`config.mk`:
```
export PLATFORM = sky130hd
export DESIGN_NAME = d16_uart
export DESIGN_NICKNAME = d
export VERILOG_FILES = /design/src/rtl/d16_uart.sv
export SDC_FILE = /design/constraint.sdc
export NUM_CORES = 1
export LEC_CHECK = 0
export BUFFER_PORTS_ARGS = -buffer_cell sky130_fd_sc_hd__buf_2
export CORE_ASPECT_RATIO = 1.5
export CORE_MARGIN = 2
export CORE_UTILIZATION = 60
export CTS_BUF_LIST = sky130_fd_sc_hd__clkbuf_4
export DETAILED_ROUTE_END_ITERATION = 16
export HOLD_SLACK_MARGIN = 0.1
export PLACE_DENSITY = 0.86
export SYNTH_ARGS = -nofsm -noshare
export SYNTH_HDL_FRONTEND = slang
export SYNTH_SLANG_ARGS = --single-unit
```
`constraint.sdc`:
```
create_clock -name i_clk -period 8.1 [get_ports i_clk]
set_clock_uncertainty 0.2 [all_clocks]
set_input_delay 0 -clock i_clk [delete_from_list [all_inputs] [get_ports i_clk]]
set_output_delay 0 -clock i_clk [all_outputs]
set_load 0.02 [all_outputs]
```
`src/rtl/d16_uart.sv`:
```
// Memory-mapped UART for the d16 CPU bus: 8-entry TX FIFO, single-byte RX holding register,
// status/control registers and a registered interrupt request.
module d16_uart #(
  parameter int CLKDIV = 16
) (
  input  logic        i_clk,
  input  logic        i_reset,
  input  logic        i_cs,
  input  logic        i_wb_cyc,
  input  logic        i_wb_we,
  input  logic [1:0]  i_wb_addr,
  input  logic [15:0] i_wb_dat,
  output logic [15:0] o_wb_dat,
  output logic        o_int,
  input  logic        i_rx,
  output logic        o_tx
);

  localparam logic [15:0] DIV_LAST  = 16'(CLKDIV - 1);
  localparam logic [15:0] HALF_LAST = 16'(CLKDIV / 2 - 1);

  typedef enum logic [1:0] {TX_IDLE = 2'd0, TX_START = 2'd1, TX_DATA = 2'd2, TX_STOP = 2'd3} tx_state_e;
  typedef enum logic [2:0] {RX_IDLE = 3'd0, RX_START = 3'd1, RX_DATA = 3'd2, RX_STOP = 3'd3,
                            RX_BRK = 3'd4} rx_state_e;

  logic acc_s, wr_data_s, rd_data_s, wr_stat_s, wr_ctrl_s, push_s, pop_s;
  logic [7:0] fifo_q [8];
  logic [2:0] wptr_q, rptr_q;
  logic [3:0] cnt_q, cnt_d;
  tx_state_e  tx_state_q, tx_state_d;
  logic [15:0] tx_div_q, tx_div_d;
  logic [2:0] tx_bit_q, tx_bit_d;
  logic [7:0] tx_shift_q, tx_shift_d;
  logic       tx_q, tx_d, tx_tick_s, tx_busy_s, tx_empty_s;
  logic       rx_s1_q, rx_s2_q, rx_prev_q;
  rx_state_e  rx_state_q, rx_state_d;
  logic [15:0] rx_div_q, rx_div_d;
  logic [2:0] rx_bit_q, rx_bit_d;
  logic [7:0] rx_shift_q, rx_shift_d, rx_byte_q;
  logic       rx_done_s, rx_ferr_s, rx_valid_q, rx_overrun_q, rx_ferr_q;
  logic       rx_ie_q, tx_ie_q, int_q;
  logic       unused_s;

  assign acc_s      = i_cs & i_wb_cyc;
  assign wr_data_s  = acc_s & i_wb_we & (i_wb_addr == 2'd0);
  assign rd_data_s  = acc_s & ~i_wb_we & (i_wb_addr == 2'd0);
  assign wr_stat_s  = acc_s & i_wb_we & (i_wb_addr == 2'd1);
  assign wr_ctrl_s  = acc_s & i_wb_we & (i_wb_addr == 2'd2);
  assign push_s     = wr_data_s & ((cnt_q != 4'd8) | pop_s);
  assign tx_busy_s  = (tx_state_q != TX_IDLE);
  assign tx_empty_s = (cnt_q == 4'd0);
  assign tx_tick_s  = (tx_div_q == DIV_LAST);
  assign unused_s   = ^i_wb_dat[15:8];
  assign o_tx       = tx_q;
  assign o_int      = int_q;

  // Read mux; reads have no bus latency so this stays combinational
  always_comb begin
    o_wb_dat = 16'd0;
    if (acc_s & ~i_wb_we) begin
      case (i_wb_addr)
        2'd0:    o_wb_dat = {7'd0, rx_valid_q, rx_byte_q};
        2'd1:    o_wb_dat = {4'd0, cnt_q, 2'd0, rx_ferr_q, tx_busy_s, rx_overrun_q, rx_valid_q,
                             (cnt_q == 4'd8), tx_empty_s};
        2'd2:    o_wb_dat = {14'd0, tx_ie_q, rx_ie_q};
        default: o_wb_dat = 16'd0;
      endcase
    end else begin
      o_wb_dat = 16'd0;
    end
  end

  // FIFO storage is data-only and needs no reset
  always_ff @(posedge i_clk) begin
    if (push_s) fifo_q[wptr_q] <= i_wb_dat[7:0];
  end

  // FIFO occupancy after simultaneous push/pop
  always_comb begin
    cnt_d = cnt_q + {3'd0, push_s} - {3'd0, pop_s};
  end

  // FIFO pointers and count
  always_ff @(posedge i_clk) begin
    if (i_reset) begin
      wptr_q <= 3'd0;
      rptr_q <= 3'd0;
      cnt_q  <= 4'd0;
    end else begin
      wptr_q <= wptr_q + {2'd0, push_s};
      rptr_q <= rptr_q + {2'd0, pop_s};
      cnt_q  <= cnt_d;
    end
  end

  // TX state register; o_tx is registered from the next-state outputs
  always_ff @(posedge i_clk) begin
    if (i_reset) begin
      tx_state_q <= TX_IDLE;
      tx_div_q   <= 16'd0;
      tx_bit_q   <= 3'd0;
      tx_shift_q <= 8'd0;
      tx_q       <= 1'b1;
    end else begin
      tx_state_q <= tx_state_d;
      tx_div_q   <= tx_div_d;
      tx_bit_q   <= tx_bit_d;
      tx_shift_q <= tx_shift_d;
      tx_q       <= tx_d;
    end
  end

  // TX next state; leaving STOP with data queued goes straight to START
  always_comb begin
    tx_state_d = tx_state_q;
    tx_div_d   = tx_div_q;
    tx_bit_d   = tx_bit_q;
    tx_shift_d = tx_shift_q;
    pop_s      = 1'b0;
    case (tx_state_q)
      TX_IDLE: begin
        if (cnt_q != 4'd0) begin
          tx_state_d = TX_START;
          tx_div_d   = 16'd0;
          tx_shift_d = fifo_q[rptr_q];
          pop_s      = 1'b1;
        end else begin
          tx_state_d = TX_IDLE;
        end
      end
      TX_START: begin
        if (tx_tick_s) begin
          tx_state_d = TX_DATA;
          tx_div_d   = 16'd0;
          tx_bit_d   = 3'd0;
        end else begin
          tx_div_d = tx_div_q + 16'd1;
        end
      end
      TX_DATA: begin
        if (tx_tick_s) begin
          tx_div_d   = 16'd0;
          tx_shift_d = {1'b0, tx_shift_q[7:1]};
          tx_bit_d   = tx_bit_q + 3'd1;
          if (tx_bit_q == 3'd7) tx_state_d = TX_STOP;
          else                  tx_state_d = TX_DATA;
        end else begin
          tx_div_d = tx_div_q + 16'd1;
        end
      end
      TX_STOP: begin
        if (tx_tick_s) begin
          tx_div_d = 16'd0;
          if (cnt_q != 4'd0) begin
            tx_state_d = TX_START;
            tx_shift_d = fifo_q[rptr_q];
            pop_s      = 1'b1;
          end else begin
            tx_state_d = TX_IDLE;
          end
        end else begin
          tx_div_d = tx_div_q + 16'd1;
        end
      end
      default: tx_state_d = TX_IDLE;
    endcase
  end

  // TX line value for the upcoming cycle
  always_comb begin
    case (tx_state_d)
      TX_START: tx_d = 1'b0;
      TX_DATA:  tx_d = tx_shift_d[0];
      default:  tx_d = 1'b1;
    endcase
  end

  // RX synchroniser plus one extra stage for falling-edge detection
  always_ff @(posedge i_clk) begin
    if (i_reset) begin
      rx_s1_q    <= 1'b1;
      rx_s2_q    <= 1'b1;
      rx_prev_q  <= 1'b1;
      rx_state_q <= RX_IDLE;
      rx_div_q   <= 16'd0;
      rx_bit_q   <= 3'd0;
      rx_shift_q <= 8'd0;
    end else begin
      rx_s1_q    <= i_rx;
      rx_s2_q    <= rx_s1_q;
      rx_prev_q  <= rx_s2_q;
      rx_state_q <= rx_state_d;
      rx_div_q   <= rx_div_d;
      rx_bit_q   <= rx_bit_d;
      rx_shift_q <= rx_shift_d;
    end
  end

  // RX next state; BRK holds off after a framing error until the line is high again
  always_comb begin
    rx_state_d = rx_state_q;
    rx_div_d   = rx_div_q + 16'd1;
    rx_bit_d   = rx_bit_q;
    rx_shift_d = rx_shift_q;
    case (rx_state_q)
      RX_IDLE: begin
        rx_div_d = 16'd0;
        if (rx_prev_q & ~rx_s2_q) rx_state_d = RX_START;
        else                      rx_state_d = RX_IDLE;
      end
      RX_START: begin
        if (rx_div_q == HALF_LAST) begin
          rx_div_d   = 16'd0;
          rx_bit_d   = 3'd0;
          rx_state_d = rx_s2_q ? RX_IDLE : RX_DATA;
        end else begin
          rx_state_d = RX_START;
        end
      end
      RX_DATA: begin
        if (rx_div_q == DIV_LAST) begin
          rx_div_d   = 16'd0;
          rx_shift_d = {rx_s2_q, rx_shift_q[7:1]};
          rx_bit_d   = rx_bit_q + 3'd1;
          rx_state_d = (rx_bit_q == 3'd7) ? RX_STOP : RX_DATA;
        end else begin
          rx_state_d = RX_DATA;
        end
      end
      RX_STOP: begin
        if (rx_div_q == DIV_LAST) rx_state_d = rx_s2_q ? RX_IDLE : RX_BRK;
        else                      rx_state_d = RX_STOP;
      end
      RX_BRK: begin
        rx_div_d = 16'd0;
        if (rx_s2_q) rx_state_d = RX_IDLE;
        else         rx_state_d = RX_BRK;
      end
      default: rx_state_d = RX_IDLE;
    endcase
  end

  // RX frame completion events at the stop-bit sample
  always_comb begin
    rx_done_s = (rx_state_q == RX_STOP) & (rx_div_q == DIV_LAST) & rx_s2_q;
    rx_ferr_s = (rx_state_q == RX_STOP) & (rx_div_q == DIV_LAST) & ~rx_s2_q;
  end

  // Status, control and interrupt registers; setting events win over clears
  always_ff @(posedge i_clk) begin
    if (i_reset) begin
      rx_valid_q   <= 1'b0;
      rx_byte_q    <= 8'd0;
      rx_overrun_q <= 1'b0;
      rx_ferr_q    <= 1'b0;
      rx_ie_q      <= 1'b0;
      tx_ie_q      <= 1'b0;
      int_q        <= 1'b0;
    end else begin
      if (rx_done_s & (~rx_valid_q | rd_data_s)) begin
        rx_valid_q <= 1'b1;
        rx_byte_q  <= rx_shift_q;
      end else if (rd_data_s) begin
        rx_valid_q <= 1'b0;
      end
      if (rx_done_s & rx_valid_q & ~rd_data_s) rx_overrun_q <= 1'b1;
      else if (wr_stat_s & i_wb_dat[3])        rx_overrun_q <= 1'b0;
      if (rx_ferr_s)                      rx_ferr_q <= 1'b1;
      else if (wr_stat_s & i_wb_dat[5])   rx_ferr_q <= 1'b0;
      if (wr_ctrl_s) begin
        rx_ie_q <= i_wb_dat[0];
        tx_ie_q <= i_wb_dat[1];
      end
      int_q <= (rx_ie_q & rx_valid_q) | (tx_ie_q & tx_empty_s & ~tx_busy_s);
    end
  end

endmodule

```
==> flow_metrics.env <==
export IMPL_regToRegSetupSlack_ns=4.66
export IMPL_antenna_found_initial=1
export IMPL_max_stage_delay_ns=0.69
export IMPL_grt_pass1_vias=4831
export IMPL_cts_buffers=17
export IMPL_synth_seq_cells=151
export IMPL_fmax_ghz=0.291
export IMPL_leakagePower_nw=2.79
export IMPL_hold_slack_ns=0.151
export IMPL_finalCritPeriodShare=0.425
export IMPL_startpoint_type="register"
export IMPL_grt_ovfl_total=0
export IMPL_ant_nets=0
export IMPL_fp_dieArea_sq_um=12200
export IMPL_p_total_mw=1.77
export IMPL_vias_per_cell=5.83
export IMPL_portBuffers=29
export IMPL_vias=4818
export IMPL_min_path_type="primary input to register"
export IMPL_core_area_sq_um=11100
export IMPL_totalNegativeSetupSlack_ns=0
export IMPL_netlist_area_sq_um=6790
export IMPL_pre_cts_slack_ns=4.65
export IMPL_yosysTopAreaCellShare=0.283
export IMPL_clk_latency_ns=0.55
export IMPL_crit_path_cell_trace="or4_4 -> nor4_4 -> o21ai_2 -> a2111oi_4 -> and2b_1 -> nor3b_2"
export IMPL_initialDrtViolationCount=275
export IMPL_synth_edff_count=64
export IMPL_route_detailed_drc=0
export IMPL_dr_pass1_iters=8
export IMPL_cp_data_required_time_ns=8.08
export IMPL_yosysWarnings=0
export IMPL_ys_top_cells_by_count="dfxtp_1 (87), nor2_1 (84), edfxtp_1 (64)"
export IMPL_netlist_instances=610
export IMPL_dp_hpwl_mm=8.82
export IMPL_worst_slack_ns=4.66
export IMPL_drv_cap=0
export IMPL_yosysMostFrequentCell="dfxtp_1"
export IMPL_htreeDepth=4
export IMPL_slowest_stage="nor3b_2"
export IMPL_gp_congestion=0.853
export IMPL_finalWirelength_mm=13.4
export IMPL_synth_largest_area_cell="edfxtp_1"
export IMPL_row_count=47
export IMPL_max_slew_margin=0.270
export IMPL_grt_max_degree=69
export IMPL_arrival_ns=3.42
export IMPL_die_y_microns=134
export IMPL_path_class="register to register"
export IMPL_ys_types=58
export IMPL_layout_min_cycle_time_ns=3.44
export IMPL_setup_viol_count_final=0
export IMPL_synth_seq_area_share=0.539
export IMPL_die_w_microns=90.9
export IMPL_fin_nets=713
export IMPL_worst_pin_slew_ns=1.09
export IMPL_p_per_area_nw_per_um2=231
export IMPL_io_pins=42
export IMPL_rsz0062_at_grt="no"
export IMPL_initial_core_util=0.614
export IMPL_drive_gt1_frac=0.152
export IMPL_end_kind="register"
export IMPL_grt_pass1_wl_mm=22.3
export IMPL_cts_resized=0
export IMPL_cp_max_fo=8
export IMPL_ys_flop_type="dfxtp_1"
export IMPL_run_status="complete, no violations"
export IMPL_path_clk_slew_ns=0.13
export IMPL_final_max_slew_viol_count=0
export IMPL_ir_drop_mv=0.114
export IMPL_synth_async_reset_ratio=0
export IMPL_area_growth_pct=12.6
export IMPL_synth_top_cells_by_area="edfxtp_1 (28%), dfxtp_1 (26%), mux4_2 (5.0%), nor2_1 (4.6%), mux2i_1 (4.3%)"
export IMPL_cts_sinks=151
export IMPL_grt_usage=0.229
export IMPL_cts_root_buf="clkbuf_4"
export IMPL_post_drt_wl_per_cell_microns=16.1
export IMPL_cts_max_path_buffers=2
export IMPL_hold_viol_final=0
export IMPL_avgSynthCellArea_sq_um=11.1
export IMPL_cts_tree="done"
-- timing repair --
| item | 4_1_cts | 5_1_grt |
|---|---|---|
| hold buffers | 28 | 0 |
| setup buffers | 0 | 0 |
| setup endpoints to repair | 0 | 0 |
| hold endpoints to repair | 167 | 0 |
-- stage by stage --
stage	cells	utilization	area [sq um]
floorplan	613	-	6800
global placement	766	0.638	7050
detailed placement	766	0.638	7050
CTS	826	0.692	7650
global route	827	0.692	7650
finish	827	0.692	7650
-- routing by layer --
layer / up-vias / global-route usage / share of wire
met1: 2356 / 0.263 / 0.41
met3: 20 / 0.0478 / 0.035
met5: - / 0 / 0
met4: 0 / 0.0951 / 0.019
met2: 114 / 0.415 / 0.53
li1: 2328 / - / -
-- cell families after synthesis --
group / synth area share
flops: 0.539
other cells: 0.000552
buf+inv: 0.0302
mux: 0.0941
fa+ha+maj: 0.0435
xor+xnor: 0.0232
compound gates: 0.0941
simple gates: 0.175
-- critical path: cells and delay by family, from the launching register on --
family / cells / cell delay, ns
and+or+nand+nor: 4 / 1.89
AOI/OAI and AO/OA: 2 / 0.58
DFF: 1 / 0.39
-- where the power goes --
group          leakage [nW]  total, mW  switching [mW]  internal (mW)
Sequential             1.28      0.882          0.0540          0.828
Clock                 0.168      0.504           0.283          0.221
Combinational          1.34      0.382           0.215          0.168
Total                  2.79       1.77           0.551           1.22
-- cell type report --
class                           count  area, sq um
Tap cell                          147          184
Clock buffer                       17          128
Fill cell                         792         3410
Multi-Input combinational cell    414         2940
Inverter                           19         71.3
Clock inverter                     15          190
Timing Repair Buffer               63          470
Sequential cell                   151         3660
Antenna cell                        1         2.50
-- worst paths after layout --
| path | depth (start not counted) | to | start |
|---|---|---|---|
| worst max-delay path | 6 | fifo_q[0][0] | tx_div_q[9] |
| worst max register to register | 6 | fifo_q[0][0] | tx_div_q[9] |
| worst min-delay path | 2 | fifo_q[4][0] | i_wb_dat[0] |
| worst min register to register | 1 | rx_s2_q | rx_s1_q |
-- sequential cells by signal, indices dropped and copies added (netlist names) --
register	count
fifo_q	64
rx_div_q	16
tx_div_q	16
rx_byte_q	8
rx_shift_q	8
tx_shift_q	8
cnt_q	4
rptr_q	3
rx_bit_q	3
rx_state_q	3
tx_bit_q	3
wptr_q	3
tx_state_q	2
o_int	1
o_tx	1
rx_ferr_q	1
rx_ie_q	1
rx_overrun_q	1
rx_prev_q	1
rx_s1_q	1
rx_s2_q	1
rx_valid_q	1
tx_ie_q	1
-- cells in the final DEF (no fill, tap or decap), types with 4 or more instances in the layout --
cell type      count
a22oi_1            8
nor2_1            84
mux4_2            15
o21ai_0           24
nand3_1           18
a21oi_1           21
nor2b_1            8
mux2i_1           29
edfxtp_1          64
xor2_1             7
buf_4              6
clkinv_4           4
nand4_1            5
buf_2             29
a311oi_1           7
inv_1             19
or3_1              4
a31oi_1            4
dfxtp_1           87
ha_1              22
o211ai_1           6
or2_2              4
nand2_1           43
clkbuf_4          17
nand3b_1           5
dlygate4sd3_1     28
inv_6              6
a21o_1             4
nor3b_1            7
nor4_1             8
conb_1             4
xnor2_1           11
and3_1            12
nor3_1            11
Note: power is estimated with default switching activity, not from simulation.
